### config.mk
export PLATFORM = sky130hd
export DESIGN_NAME = bit_population_counter
export DESIGN_NICKNAME = d
export VERILOG_FILES = /design/src/rtl/bit_population_counter.sv
export SDC_FILE = /design/constraint.sdc
export NUM_CORES = 1
export LEC_CHECK = 0
export CORE_MARGIN = 3
export CORE_UTILIZATION = 50
export CTS_CLUSTER_SIZE = 10
export DETAILED_ROUTE_END_ITERATION = 10
export PLACE_DENSITY = 0.75
export RECOVER_POWER = 25
export SLEW_MARGIN = 20
export SYNTH_ARGS = -nofsm -noshare
export SYNTH_HDL_FRONTEND = slang
export SYNTH_SLANG_ARGS = --single-unit
### constraint.sdc
create_clock -name CLK -period 3.8 [get_ports CLK]
set_clock_uncertainty 0.15 [all_clocks]
set_input_delay 0.76 -clock CLK [delete_from_list [all_inputs] [get_ports CLK]]
set_output_delay 0.76 -clock CLK [all_outputs]
set_load 0.05 [all_outputs]
### src/rtl/bit_population_counter.sv
// Multi-cycle bit population counter that counts zero or one bits of an operand, CHUNK bits per clock.
// Optional lowest-matching-index tracking is enabled by defining BITPOP_FIRST_IDX_EN.
module bit_population_counter #(
    parameter  int WIDTH  = 32,
    parameter  int CHUNK  = 4,
    localparam int NCHUNK = WIDTH / CHUNK,
    localparam int CW     = $clog2(WIDTH + 1),
    localparam int IW     = $clog2(NCHUNK + 1),
    localparam int FW     = $clog2(WIDTH)
) (
    input  logic             CLK,
    input  logic             RST,
    input  logic             start,
    input  logic             mode,
    input  logic [WIDTH-1:0] data,
    output logic             busy,
    output logic             done,
`ifdef BITPOP_FIRST_IDX_EN
    output logic [FW-1:0]    first_idx,
    output logic             found,
`endif
    output logic [CW-1:0]    count
);

    // state  | meaning
    // IDLE   | waiting for start
    // RUN    | accumulating one chunk per clock, LSB chunk first
    // DONE   | result valid for one cycle; a new start is accepted here
    localparam logic [1:0] S_IDLE = 2'd0;
    localparam logic [1:0] S_RUN  = 2'd1;
    localparam logic [1:0] S_DONE = 2'd2;

    logic [1:0]       state;
    logic [WIDTH-1:0] data_q;
    logic             mode_q;
    logic [IW-1:0]    idx;
    logic [CHUNK-1:0] match_bits;
    logic [CW-1:0]    chunk_cnt;

    // The operand shifts right each RUN cycle, so the active chunk always sits in the low bits.
    always_comb begin
        match_bits = mode_q ? data_q[CHUNK-1:0] : ~data_q[CHUNK-1:0];
        chunk_cnt  = '0;
        for (int b = 0; b < CHUNK; b++) begin
            chunk_cnt = chunk_cnt + CW'(match_bits[b]);
        end
    end

`ifdef BITPOP_FIRST_IDX_EN
    logic [FW-1:0] lo_bit;
    logic [FW-1:0] first_val;

    always_comb begin
        lo_bit = '0;
        for (int b = CHUNK - 1; b >= 0; b--) begin
            if (match_bits[b]) lo_bit = FW'(b);
        end
        first_val = FW'(int'(idx) * CHUNK) + lo_bit;
    end
`endif

    always_ff @(posedge CLK or negedge RST) begin
        if (!RST) begin
            state  <= S_IDLE;
            data_q <= '0;
            mode_q <= 1'b0;
            idx    <= '0;
            count  <= '0;
`ifdef BITPOP_FIRST_IDX_EN
            first_idx <= '0;
            found     <= 1'b0;
`endif
        end else begin
            case (state)
                S_IDLE, S_DONE: begin
                    if (start) begin
                        state  <= S_RUN;
                        data_q <= data;
                        mode_q <= mode;
                        idx    <= '0;
                        count  <= '0;
`ifdef BITPOP_FIRST_IDX_EN
                        first_idx <= '0;
                        found     <= 1'b0;
`endif
                    end else begin
                        state <= S_IDLE;
                    end
                end
                S_RUN: begin
                    count  <= count + chunk_cnt;
                    data_q <= data_q >> CHUNK;
                    idx    <= idx + IW'(1);
`ifdef BITPOP_FIRST_IDX_EN
                    if (!found && (|match_bits)) begin
                        found     <= 1'b1;
                        first_idx <= first_val;
                    end
`endif
                    if (idx == IW'(NCHUNK - 1)) state <= S_DONE;
                end
                default: state <= S_IDLE;
            endcase
        end
    end

    assign busy = (state == S_RUN);
    assign done = (state == S_DONE);

endmodule

# ---- After elaboration in Yosys (flattened, before gate mapping)
# Cells that the tools add are included.
dict set report word_totals {
  ff_bits 45
  output_inout_bits 8
}
dict set report op_classes {
  addsub 5
  eq_ne 5
  n_mux 10
  bitwise_logic 1
  reduce_logical 5
}
# op n
set op_table {}
lappend op_table {{$pmux 32 s2} 1}
lappend op_table {{$mux 32} 1}
lappend op_table {{$pmux 6 s2} 1}
lappend op_table {{$mux 4} 2}
lappend op_table {{$pmux 4 s2} 1}
lappend op_table {{$add 6x4->6} 1}
lappend op_table {{$mux 6} 1}
lappend op_table {{$add 3x1->4} 1}
lappend op_table {{$add 4x1->4 const B} 1}
lappend op_table {{$eq 4x3->1 const B} 1}
lappend op_table {{$not 4->4} 1}
lappend op_table {{$pmux 2 s2} 1}
lappend op_table {{$reduce_and 2->1} 2}
lappend op_table {{$add 2x1->3} 1}
lappend op_table {{$add 1x1->2} 1}
lappend op_table {{$eq 2x1->1 const B} 1}
lappend op_table {{$eq 2x2->1 const B} 1}
lappend op_table {{$logic_not 2->1} 1}
lappend op_table {{$mux 2} 1}
lappend op_table {{$ne 2x1->1 const B} 1}
lappend op_table {{$ne 2x2->1 const B} 1}
lappend op_table {{$reduce_bool 2->1} 1}
lappend op_table {{$reduce_or 2->1} 1}
lappend op_table {{$mux 1} 1}

# ---- Logic depth before layout (Yosys ltp)
dict set report depth {
  depth_word 7
  depth_mapped 8
  ltp_nobuf 7
}

# ---- Worst setup path after synthesis
# OpenSTA, ideal clock, no wires.
dict set report synth_timing {
  path_kind {reg2reg}
  start {register count[0]}
  end {register count[2]}
  setup_ns 0.077
  arrival_time_ns 2.556
  slack_ns 1.017
  path_stages_with_launch 8
  cell_sequence {dfrtp_1 > inv_1 > fa_1 > inv_1 > fa_1 > fa_1 > mux2_1 > o21ai_1}
}
dict set report synth_via {
  elab_chain_cells 2
}
# item line_no
set synth_rtl {}
lappend synth_rtl {{start, declared} 22} ;# output logic [CW-1:0] count
lappend synth_rtl {{start signal, assigned} 91} ;# count <= count + chunk_cnt;
lappend synth_rtl {{$add 6x4->6} 91}
lappend synth_rtl {{$pmux 6 s2} 74} ;# case (state)
# No other way between the ends.
# A chain may end at the register's enable or synchronous reset.

# ---- Worst setup path after layout
dict set report layout_timing {
  start {register mode_q}
  end {register count[2]}
}
dict set report layout_via {
  elab_chain_cells 6
}
# item line_no
set layout_rtl {}
lappend layout_rtl {{start, declared} 35} ;# logic mode_q;
lappend layout_rtl {{start signal, assigned} 79} ;# mode_q <= mode;
lappend layout_rtl {{$mux 4 (*)} 42} ;# match_bits = mode_q ? data_q[CHUNK-1:0] : ~data_q[CHUNK-1:0];
lappend layout_rtl {{$add 1x1->2} 45} ;# chunk_cnt = chunk_cnt + CW'(match_bits[b]);
lappend layout_rtl {{$add 2x1->3} 45}
lappend layout_rtl {{$add 3x1->4 (*)} 45}
lappend layout_rtl {{$add 6x4->6 (*)} 91}
lappend layout_rtl {{$pmux 6 s2 (*)} 74}
# Every way passes the cells marked *; elsewhere a longest branch is shown, timed or not.

==> key figures <==
Status
  – Status: finished with violations
  – Failing checks: capacitance limit, slew limit

Critical path
  – R2R Setup Slk: 1.05 ns
  – Critical Path Start Type: flip-flop
  – CP max-delay cell: fa_1
  – Critical path type: reg2reg
  – CP startpoint: mode_q$_DFFE_PN0P_
  – Worst r2r src: mode_q$_DFFE_PN0P_
  – Critical Path AT: 2.81 ns
  – Data required time of the worst path: 3.87 ns
  – Crit-path max FO: 5
  – Max incr delay on CP: 0.53 ns
  – R2R cell count: 7
  – Worst path cell trace: xor2_1, fa_1, inv_1, fa_1, fa_1, mux2_1, o21ai_1
  – Worst setup endpoint: count[2]$_DFFE_PN0P_
  – Worst setup EP type: flip-flop
  – Reg-to-reg endpoint: count[2]$_DFFE_PN0P_
  – Most common cell on crit path: fa_1

Timing
  – Period utilization: 0.7231
  – Max Slew Vio Count: 83
  – Slew @ Worst Pin: 2.290 ns
  – RSZ-0062 raised after global routing: no
  – Final TNS setup: 0 ns
  – FMAX: 364.0 MHz
  – Fin. Hold Viols: 0
  – Min cycle time layout: 2.748 ns
  – Setup violators final: 0
  – Slew HR: -0.5266

Final layout
  – Most common cell after layout, fill and taps aside: dfrtp_1
  – ANT cells: 0
  – Register Area: 1126 sq um
  – Filler Cell Count: 313
  – Area of the multi-input gates: 848.3 sq um
  – Share of cells above drive strength 1: 0.05907
  – Syn-to-layout area delta: 24.17%
  – # nets final: 277
  – Most frequent cells in the layout: dfrtp_1 (45), clkdlybuf4s50_1 (41), nand2_1 (37), nand3_1 (30), a22oi_1 (28)
  – Layout Cells excl Fill: 285

Global routing
  – Total global-route track usage: 0.1943
  – Initial antenna violation count: 0
  – Grt total ovfl: 0
  – Number of global-route vias before repair: 1704
  – First-pass GRT wire length: 7866 microns
  – Largest net degree at the start of global routing: 46

CTS
  – Clock Latency Late Sink: 0.29 ns
  – Post-CTS Resized: 0
  – Max Root-Sink Buffers: 2
  – TritonCTS clock tree: yes
  – Num CTS Buffers: 5
  – Clock sinks: 45
  – H-tree depth: 2
  – Post-CTS setup buffers: 0
  – CTS Root Cell: clkbuf_8
  – Hold buffers post-CTS: 0
  – Clock transition at the registers of the reported paths: 0.08 ns

Place
  – I/O Buffers: 43
  – Placed cells: 277
  – Post-DP HPWL: 3054 microns
  – GP Congestion: 0.7649

Route
  – Final ANT Viol Nets: 0
  – Residual DRC: 0
  – DR vias: 1633
  – Drt pass-1 iters: 5
  – Avg Vias per Cell: 5.730
  – Iteration-0 DRC Markers: 111
  – WL final: 4533 microns
  – Avg WL per Cell: 15.91 microns

Floorplanning
  – Core ar.: 3854 sq um
  – Die Height: 70.84 microns
  – Initial cell density of the core: 0.5455
  – FP Rows: 22
  – I/O pin cnt: 44
  – Chip Width: 70.84 microns
  – Die area: 5018 sq um

Power
  – VDD IR max: 0.4200 mV
  – Lkg Pwr: 1.206 nW
  – Cell Pwr Density: 915.7 nW/um^2
  – Final total power: 0.002390 W

Logic synthesis
  – Synth warnings: 0
  – Yosys reg bits: 45
  – Mapped cell area: 2102 sq um
  – Post-synthesis cell count: 200
  – Distinct cells, synth: 26
  – Syn Area/Cell: 10.51 sq um
  – Post-Syn Nets: 241
  – Sequential cell area fraction in the yosys report: 0.5357

Job
  – Max_cap viols: 2

Worst hold path
  – Worst Hold Class: reg2reg
## registers in the layout, indices dropped and copies added (netlist names)
name / flops
count: 6
data_q: 32
idx: 4
mode_q: 1
state: 2
## cell families (layout without fill, tap and decap cells)
logic type	after synthesis	in the layout	share of synthesized area
DFF	45	45	0.5357
xor gates and xnor gates	4	4	0.01667
AOI/OAI and AO/OA	42	42	0.1512
and+or+nand+nor	77	77	0.1696
muxes	5	5	0.02441
buffers and inverters	22	59	0.06190
adders and majority gates	5	5	0.04048
## layer usage
metal,global-route usage,wire length [microns]
met3,0.04261,223
met5,0,0
met1,0.2683,2032
met4,0.06054,48
met2,0.3079,2229
## synthesized netlist by cell type (all sizes together)
| master | n | share of area |
|---|---|---|
| a22oi | 28 | 0.10 |
| o41ai | 1 | 0.0042 |
| nor3 | 1 | 0.0024 |
| xor2 | 2 | 0.0083 |
| ha | 2 | 0.012 |
| nand2b | 2 | 0.0060 |
| buf | 13 | 0.046 |
| nor2 | 1 | 0.0030 |
| mux2i | 4 | 0.019 |
| a21oi | 1 | 0.0024 |
| nor2b | 3 | 0.0089 |
| o21ai | 3 | 0.0071 |
| nand4 | 2 | 0.0060 |
| o311ai | 1 | 0.0042 |
| dfrtp | 45 | 0.54 |
| a22o | 8 | 0.033 |
| fa | 3 | 0.029 |
| inv | 5 | 0.0089 |
| mux2 | 1 | 0.0054 |
| clkbuf | 4 | 0.0071 |
| nand3 | 30 | 0.071 |
| nand2 | 37 | 0.066 |
| xnor2 | 2 | 0.0083 |
| nor4 | 1 | 0.0060 |
## how the worst min path moves through the flow
| stage | from | end | cells past startpoint |
|---|---|---|---|
| 4_1_cts | count[5]$_DFFE_PN0P_ | count[5]$_DFFE_PN0P_ | 1 |
| 3_3_place_gp | count[5]$_DFFE_PN0P_ | count[5]$_DFFE_PN0P_ | 1 |
| 3_5_place_dp | count[5]$_DFFE_PN0P_ | count[5]$_DFFE_PN0P_ | 1 |
| 6_report | count[5]$_DFFE_PN0P_ | count[5]$_DFFE_PN0P_ | 1 |
| 2_1_floorplan | idx[3]$_DFFE_PN0P_ | state[1]$_DFFE_PN0P_ | 1 |
| 5_1_grt | count[5]$_DFFE_PN0P_ | count[5]$_DFFE_PN0P_ | 1 |
## where the power goes
part / leakage (nW) / internal, W / switching, W / total (W)
logic: 0.576 / 0.000475 / 0.000697 / 0.00117
clock network: 0.0585 / 0.000214 / 0.000151 / 0.000365
registers: 0.571 / 0.000700 / 0.000153 / 0.000852
## cell type report
class	instances	area share
clock buffer	7	0.03308
clock inverter	1	0.01151
inverter	5	0.007191
multi-input combinational	133	0.3250
sequential	45	0.4314
tap	48	0.02301
timing repair buffer	46	0.1687
## worst max-delay path: cells and delay by family, from the launching register on
kind / cells / cell delay [ns]
buffers and inverters: 1 / 0.06
AO/OA/AOI/OAI: 1 / 0.12
multiplexers: 1 / 0.29
adder cells (fa/ha/maj): 3 / 1.41
XOR/XNOR: 1 / 0.19
flip-flops: 1 / 0.45
## per-stage QoR
| stage | util | worst slack, ns | hold slack (ns) | cell area, sq um |
|---|---|---|---|---|
| final | 0.6773 | 1.052 | 0.3296 | 2610 |
| after global routing | 0.6773 | 0.6991 | 0.3680 | 2610 |
| after CTS | 0.6786 | 1.042 | 0.3379 | 2615 |
| after detailed placement | 0.6484 | 1.062 | 0.3229 | 2499 |
| after global placement | 0.6484 | 1.153 | 0.3183 | 2499 |
| after floorplan | - | 1.017 | 0.3027 | 2102 |
Note: power is estimated with default switching activity, not from simulation.
